**src/rtl/load_size_unit.sv**
```systemverilog
// Load size-control: issues one word-aligned read per aligned request, then extracts and extends the loaded field.
// Latency: done/out in cycle 2+MEM_LATENCY after start (misaligned: done in cycle 1); start ignored while busy.
module load_size_unit #(
    parameter int unsigned MEM_LATENCY = 1
) (
    input  logic        clock,
    input  logic        reset,
    input  logic        start,
    input  logic [31:0] addr,
    input  logic [1:0]  size,
    input  logic        sign_ext,
    input  logic [31:0] mem_rdata,
    output logic [31:0] mem_addr,
    output logic        mem_read,
    output logic [31:0] out,
    output logic        busy,
    output logic        done,
    output logic        misaligned
);

    typedef enum logic [1:0] {IDLE, REQ, WAIT, DONE} state_t;

    state_t      state;
    logic [3:0]  cnt;
    logic [1:0]  addr_lo_q;
    logic [1:0]  size_q;
    logic        sign_q;
    logic        mis_req;
    logic [7:0]  byte_sel;
    logic [15:0] half_sel;
    logic [31:0] ext_data;

    // Upper address bits live on in mem_addr; only the lane select needs latching.
    always_comb begin
        mis_req = 1'b0;
        case (size)
            2'b00:   mis_req = 1'b1;
            2'b10:   mis_req = addr[0];
            2'b11:   mis_req = (addr[1:0] != 2'b00);
            default: mis_req = 1'b0;
        endcase
    end

    always_comb begin
        byte_sel = 8'h00;
        case (addr_lo_q)
            2'd0:    byte_sel = mem_rdata[7:0];
            2'd1:    byte_sel = mem_rdata[15:8];
            2'd2:    byte_sel = mem_rdata[23:16];
            default: byte_sel = mem_rdata[31:24];
        endcase
        half_sel = addr_lo_q[1] ? mem_rdata[31:16] : mem_rdata[15:0];
        case (size_q)
            2'b01:   ext_data = {{24{sign_q & byte_sel[7]}}, byte_sel};
            2'b10:   ext_data = {{16{sign_q & half_sel[15]}}, half_sel};
            default: ext_data = mem_rdata;
        endcase
    end

    assign busy = (state == REQ) || (state == WAIT);

    always_ff @(posedge clock or negedge reset) begin
        if (!reset) begin
            state      <= IDLE;
            cnt        <= 4'd0;
            addr_lo_q  <= 2'b00;
            size_q     <= 2'b00;
            sign_q     <= 1'b0;
            mem_addr   <= 32'h0;
            mem_read   <= 1'b0;
            out        <= 32'h0;
            done       <= 1'b0;
            misaligned <= 1'b0;
        end else begin
            mem_read <= 1'b0;
            done     <= 1'b0;
            case (state)
                IDLE, DONE: begin
                    if (start) begin
                        addr_lo_q <= addr[1:0];
                        size_q    <= size;
                        sign_q    <= sign_ext;
                        if (mis_req) begin
                            state      <= DONE;
                            done       <= 1'b1;
                            misaligned <= 1'b1;
                        end else begin
                            state    <= REQ;
                            mem_read <= 1'b1;
                            mem_addr <= {addr[31:2], 2'b00};
                            cnt      <= 4'(MEM_LATENCY);
                        end
                    end else begin
                        state <= IDLE;
                    end
                end
                REQ: begin
                    state <= WAIT;
                    cnt   <= cnt - 4'd1;
                end
                WAIT: begin
                    if (cnt == 4'd0) begin
                        out        <= ext_data;
                        state      <= DONE;
                        done       <= 1'b1;
                        misaligned <= 1'b0;
                    end else begin
                        cnt <= cnt - 4'd1;
                    end
                end
                default: state <= IDLE;
            endcase
        end
    end

endmodule

```
**config.mk**
```make
export PLATFORM = sky130hd
export DESIGN_NAME = load_size_unit
export DESIGN_NICKNAME = d
export VERILOG_FILES = /design/src/rtl/load_size_unit.sv
export SDC_FILE = /design/constraint.sdc
export NUM_CORES = 1
export LEC_CHECK = 0
export ABC_AREA = 0
export CORE_ASPECT_RATIO = 0.75
export CORE_MARGIN = 8
export CORE_UTILIZATION = 50
export CTS_CLUSTER_SIZE = 12
export DETAILED_ROUTE_END_ITERATION = 8
export PLACE_DENSITY = 0.91
export SYNTH_ARGS = -nofsm -noshare
export SYNTH_HDL_FRONTEND = slang
export SYNTH_SLANG_ARGS = --single-unit
```
**constraint.sdc**
```tcl
create_clock -name clock -period 2.55 [get_ports clock]
set_input_delay 0.51 -clock clock [delete_from_list [all_inputs] [get_ports clock]]
set_output_delay 0.51 -clock clock [all_outputs]
set_load 0.005 [all_outputs]
```
==> impl_results.md <==
- Average vias per placed instance: 6.05
- Share of cells above drive strength 1: under 10%
- P_leak: roughly 2.3 nW
- Worst-margin pin slew: 1.20 ns
- Clock Latency Late Sink: between 0.3 and 0.4 ns
- Core area: around 7900 um2
- Register area: between 1500 and 2000 um2
- Routed wire length: between 10000 and 15000 um
- R2R Setup Slk: about 0.37 ns
- Yosys top cell by area: dfrtp_1
- Clk buf depth: 2
- Synth top area share: 46.9%
- GRT Overall Usage: 23.6%
- Wire per inst: 20.1 um
- RSZ-0062 raised after global routing: false
- Antenna Violating Nets Remaining: 0
- Netlist cell types: 49
- Final TNS setup: 0 ns
- Power Total: approximately 7 mW
- Sequential Power Share: approximately a third
- Final Cycle Share: around 91%
- Number of placed I/O pins: about 140
- DPL Wire Length: between 9000 and 10000 um
- Layout Cells excl Fill: 662
- Crit path DAT: between 1.5 and 2 ns
- Initial detailed-routing violation count: around 440
- Die area: between 10000 and 15000 um2
- Hold_buf cts: 0
- Post-CTS Resized: 0
- Startpoint class of the critical path: register
- H-Tree Depth: 3
- Combinational power share: a little under three fifths
- # Max-Cap Violations: 0
- Clock sink count: 76
- DR pass1 iterations: 5
- Register area share after synthesis: a little under half
- GRT Residual Overflow: 0
- Initial antenna violation count: 0
- PortBufs: 135
- Cell area after technology mapping: between 4000 and 5000 um2
- Clock share of power: 12.4%
- Hold Worst Slack: 0.297 ns
- TritonCTS buffer count: 9
- Initial Util: about half
- Kind of critical path: register to primary output
- Global-route wire length before repair: between 20000 and 25000 um
- Root Driver: clkbuf_8
- Setup Buffers After CTS: 0
- Largest net degree at the start of global routing: 77
- Fin. max-slew vios: 0
- Hold Vio Cnt, Final: 0
- Max Clock Skew: about 0.014 ns
- Layout area overhead: 39.5%
- Most frequent cells in the layout: clkdlybuf4s50_1 (134), nand2_1 (89), dfrtp_1 (76)
- Final setup fails: 0
- Gp weighted congestion: a little under 0.9
- Yosys Warn Count: 0
- Sw Ratio: roughly 40%
- F_max: ~430 MHz
- # fillers: between 500 and 600
- CTS tree: done
- Area of the multi-input gates: between 1500 and 2000 um2
- Fin crit period: roughly 2.3 ns
- Reported net switching power: 2.78 mW
- Internal: around 4.2 mW
- CP Capture Type: primary output
- Crit path max fanout: 4
- Cells after Synth: ~440
- Hold WC Path Type: input port to async pin
- Placed insts: between 600 and 700
- Via count: approximately 4000
- Slew HR: approximately 20%
- Peak VDD IR: 0.000631 V
- Req. time, crit path: about 2.0 ns
- Status: complete, no violations
- Cell Rows: 28
- ANT cells: 0
- Crit Reg-Reg Startpoint: size_q[0]
- DR DRC count: 0
- PD cells: 1230 nW/um2
- Syn avg cell area: 9.28 um2
- Die span in y: roughly 94 um
- Seq cells post-synth: 76
- Setup crit start: state[0]
- Commonest non-fill, non-tap cell in the layout: clkdlybuf4s50_1
- Die extent in x: about 120 um
- Reg clk slew, reported paths: 0.08 ns
- Top cells by area, synth: dfrtp_1 (47%), nand2_1 (8.2%), a211oi_1 (7.2%)
- Layout Nets: around 630
- Fin util: 71.7%
- Number of global-route vias before repair: about 4000
## layout make-up
cell class	count	share of cell area (%)
multi-input cells	308	34.4
clock buffers	15	3.12
clock inverters	1	0.0885
flip-flops and latches	76	33.6
repair buffers	148	25.8
inverters	9	0.597
well taps	105	2.32
## power by group through the flow
stage                     Combinational, mW  Clock, mW  Sequential (mW)
after floorplan                        2.12          0             2.15
after global placement                 3.73          0             2.16
after global routing                   4.27      0.929             2.25
final                                  3.92      0.864             2.18
after detailed placement               3.87          0             2.19
after CTS                              3.90      0.882             2.18
## state kept, by name, summed over array words and instances, names as in the netlist, 2 cells and up
name,count
size_q,2
out,32
addr_lo_q,2
cnt,4
mem_addr,30
state,2
## cells in the mapped netlist, drive strengths merged
cell and n:
nand2 89, dfrtp 76, a211oi 39, o22ai 30, clkbuf 26, nor2 26
buf 19, a221oi 17, o21ai 15, a21oi 9, inv 9, mux2 9
nor3b 9, a22oi 8, o221ai 7, or3b 7, ha 6, nand2b 4
and2 3, a22o 2, a311oi 2, nor2b 2, o211ai 2, o31ai 2
a211o 1, a21boi 1, a21o 1, a311o 1, a31oi 1, and2b 1
and3b 1, conb 1, mux4 1, nand3 1, nand3b 1, nand4b 1
nand4bb 1, nor3 1, nor4bb 1, o2111a 1, o221a 1, or2 1
or4 1
## path summary, 6_finish.rpt
check | endpoint | cells past startpoint
hold reg to reg | out[7] | 2
setup / recovery | busy | 4
hold / removal | out[0] | 1
min in group clock | out[7] | 2
max in group asynchronous | out[7] | 1
setup reg to reg | out[24] | 5
## metal layers
metal  up-vias  global-route usage, %  share of wire (%)
met4         0                   11.9                3.8
met3        37                   6.01                7.7
li1       1826                      -                  -
met2       202                   37.6                 49
met1      1941                   29.4                 40
met5         -                      0                  0
## cell families (layout without fill, tap and decap cells)
logic type | Yosys count | count (layout) | synth area share [%]
other | 1 | 2 | 0.0925
muxes | 10 | 10 | 3.06
adders and majority gates | 6 | 6 | 1.85
buffers and inverters | 54 | 173 | 5.80
AOI/OAI and AO/OA | 140 | 140 | 25.1
DFF | 76 | 76 | 46.9
and+or+nand+nor | 150 | 150 | 17.2
## stage by stage
stage	cell area, um2	setup slack (ns)
2_1_floorplan	4060	0.835
3_3_place_gp	5470	0.254
3_5_place_dp	5470	0.193
4_1_cts	5650	0.225
5_1_grt	5650	0.147
6_report	5650	0.232
## critical path, stage by stage (launching register included)
cell,delay (ns)
dfrtp_1,0.38
inv_1,0.07
ha_1,0.31
inv_1,0.15
clkdlybuf4s50_1,0.53
(Power assumes the default switching activity.)
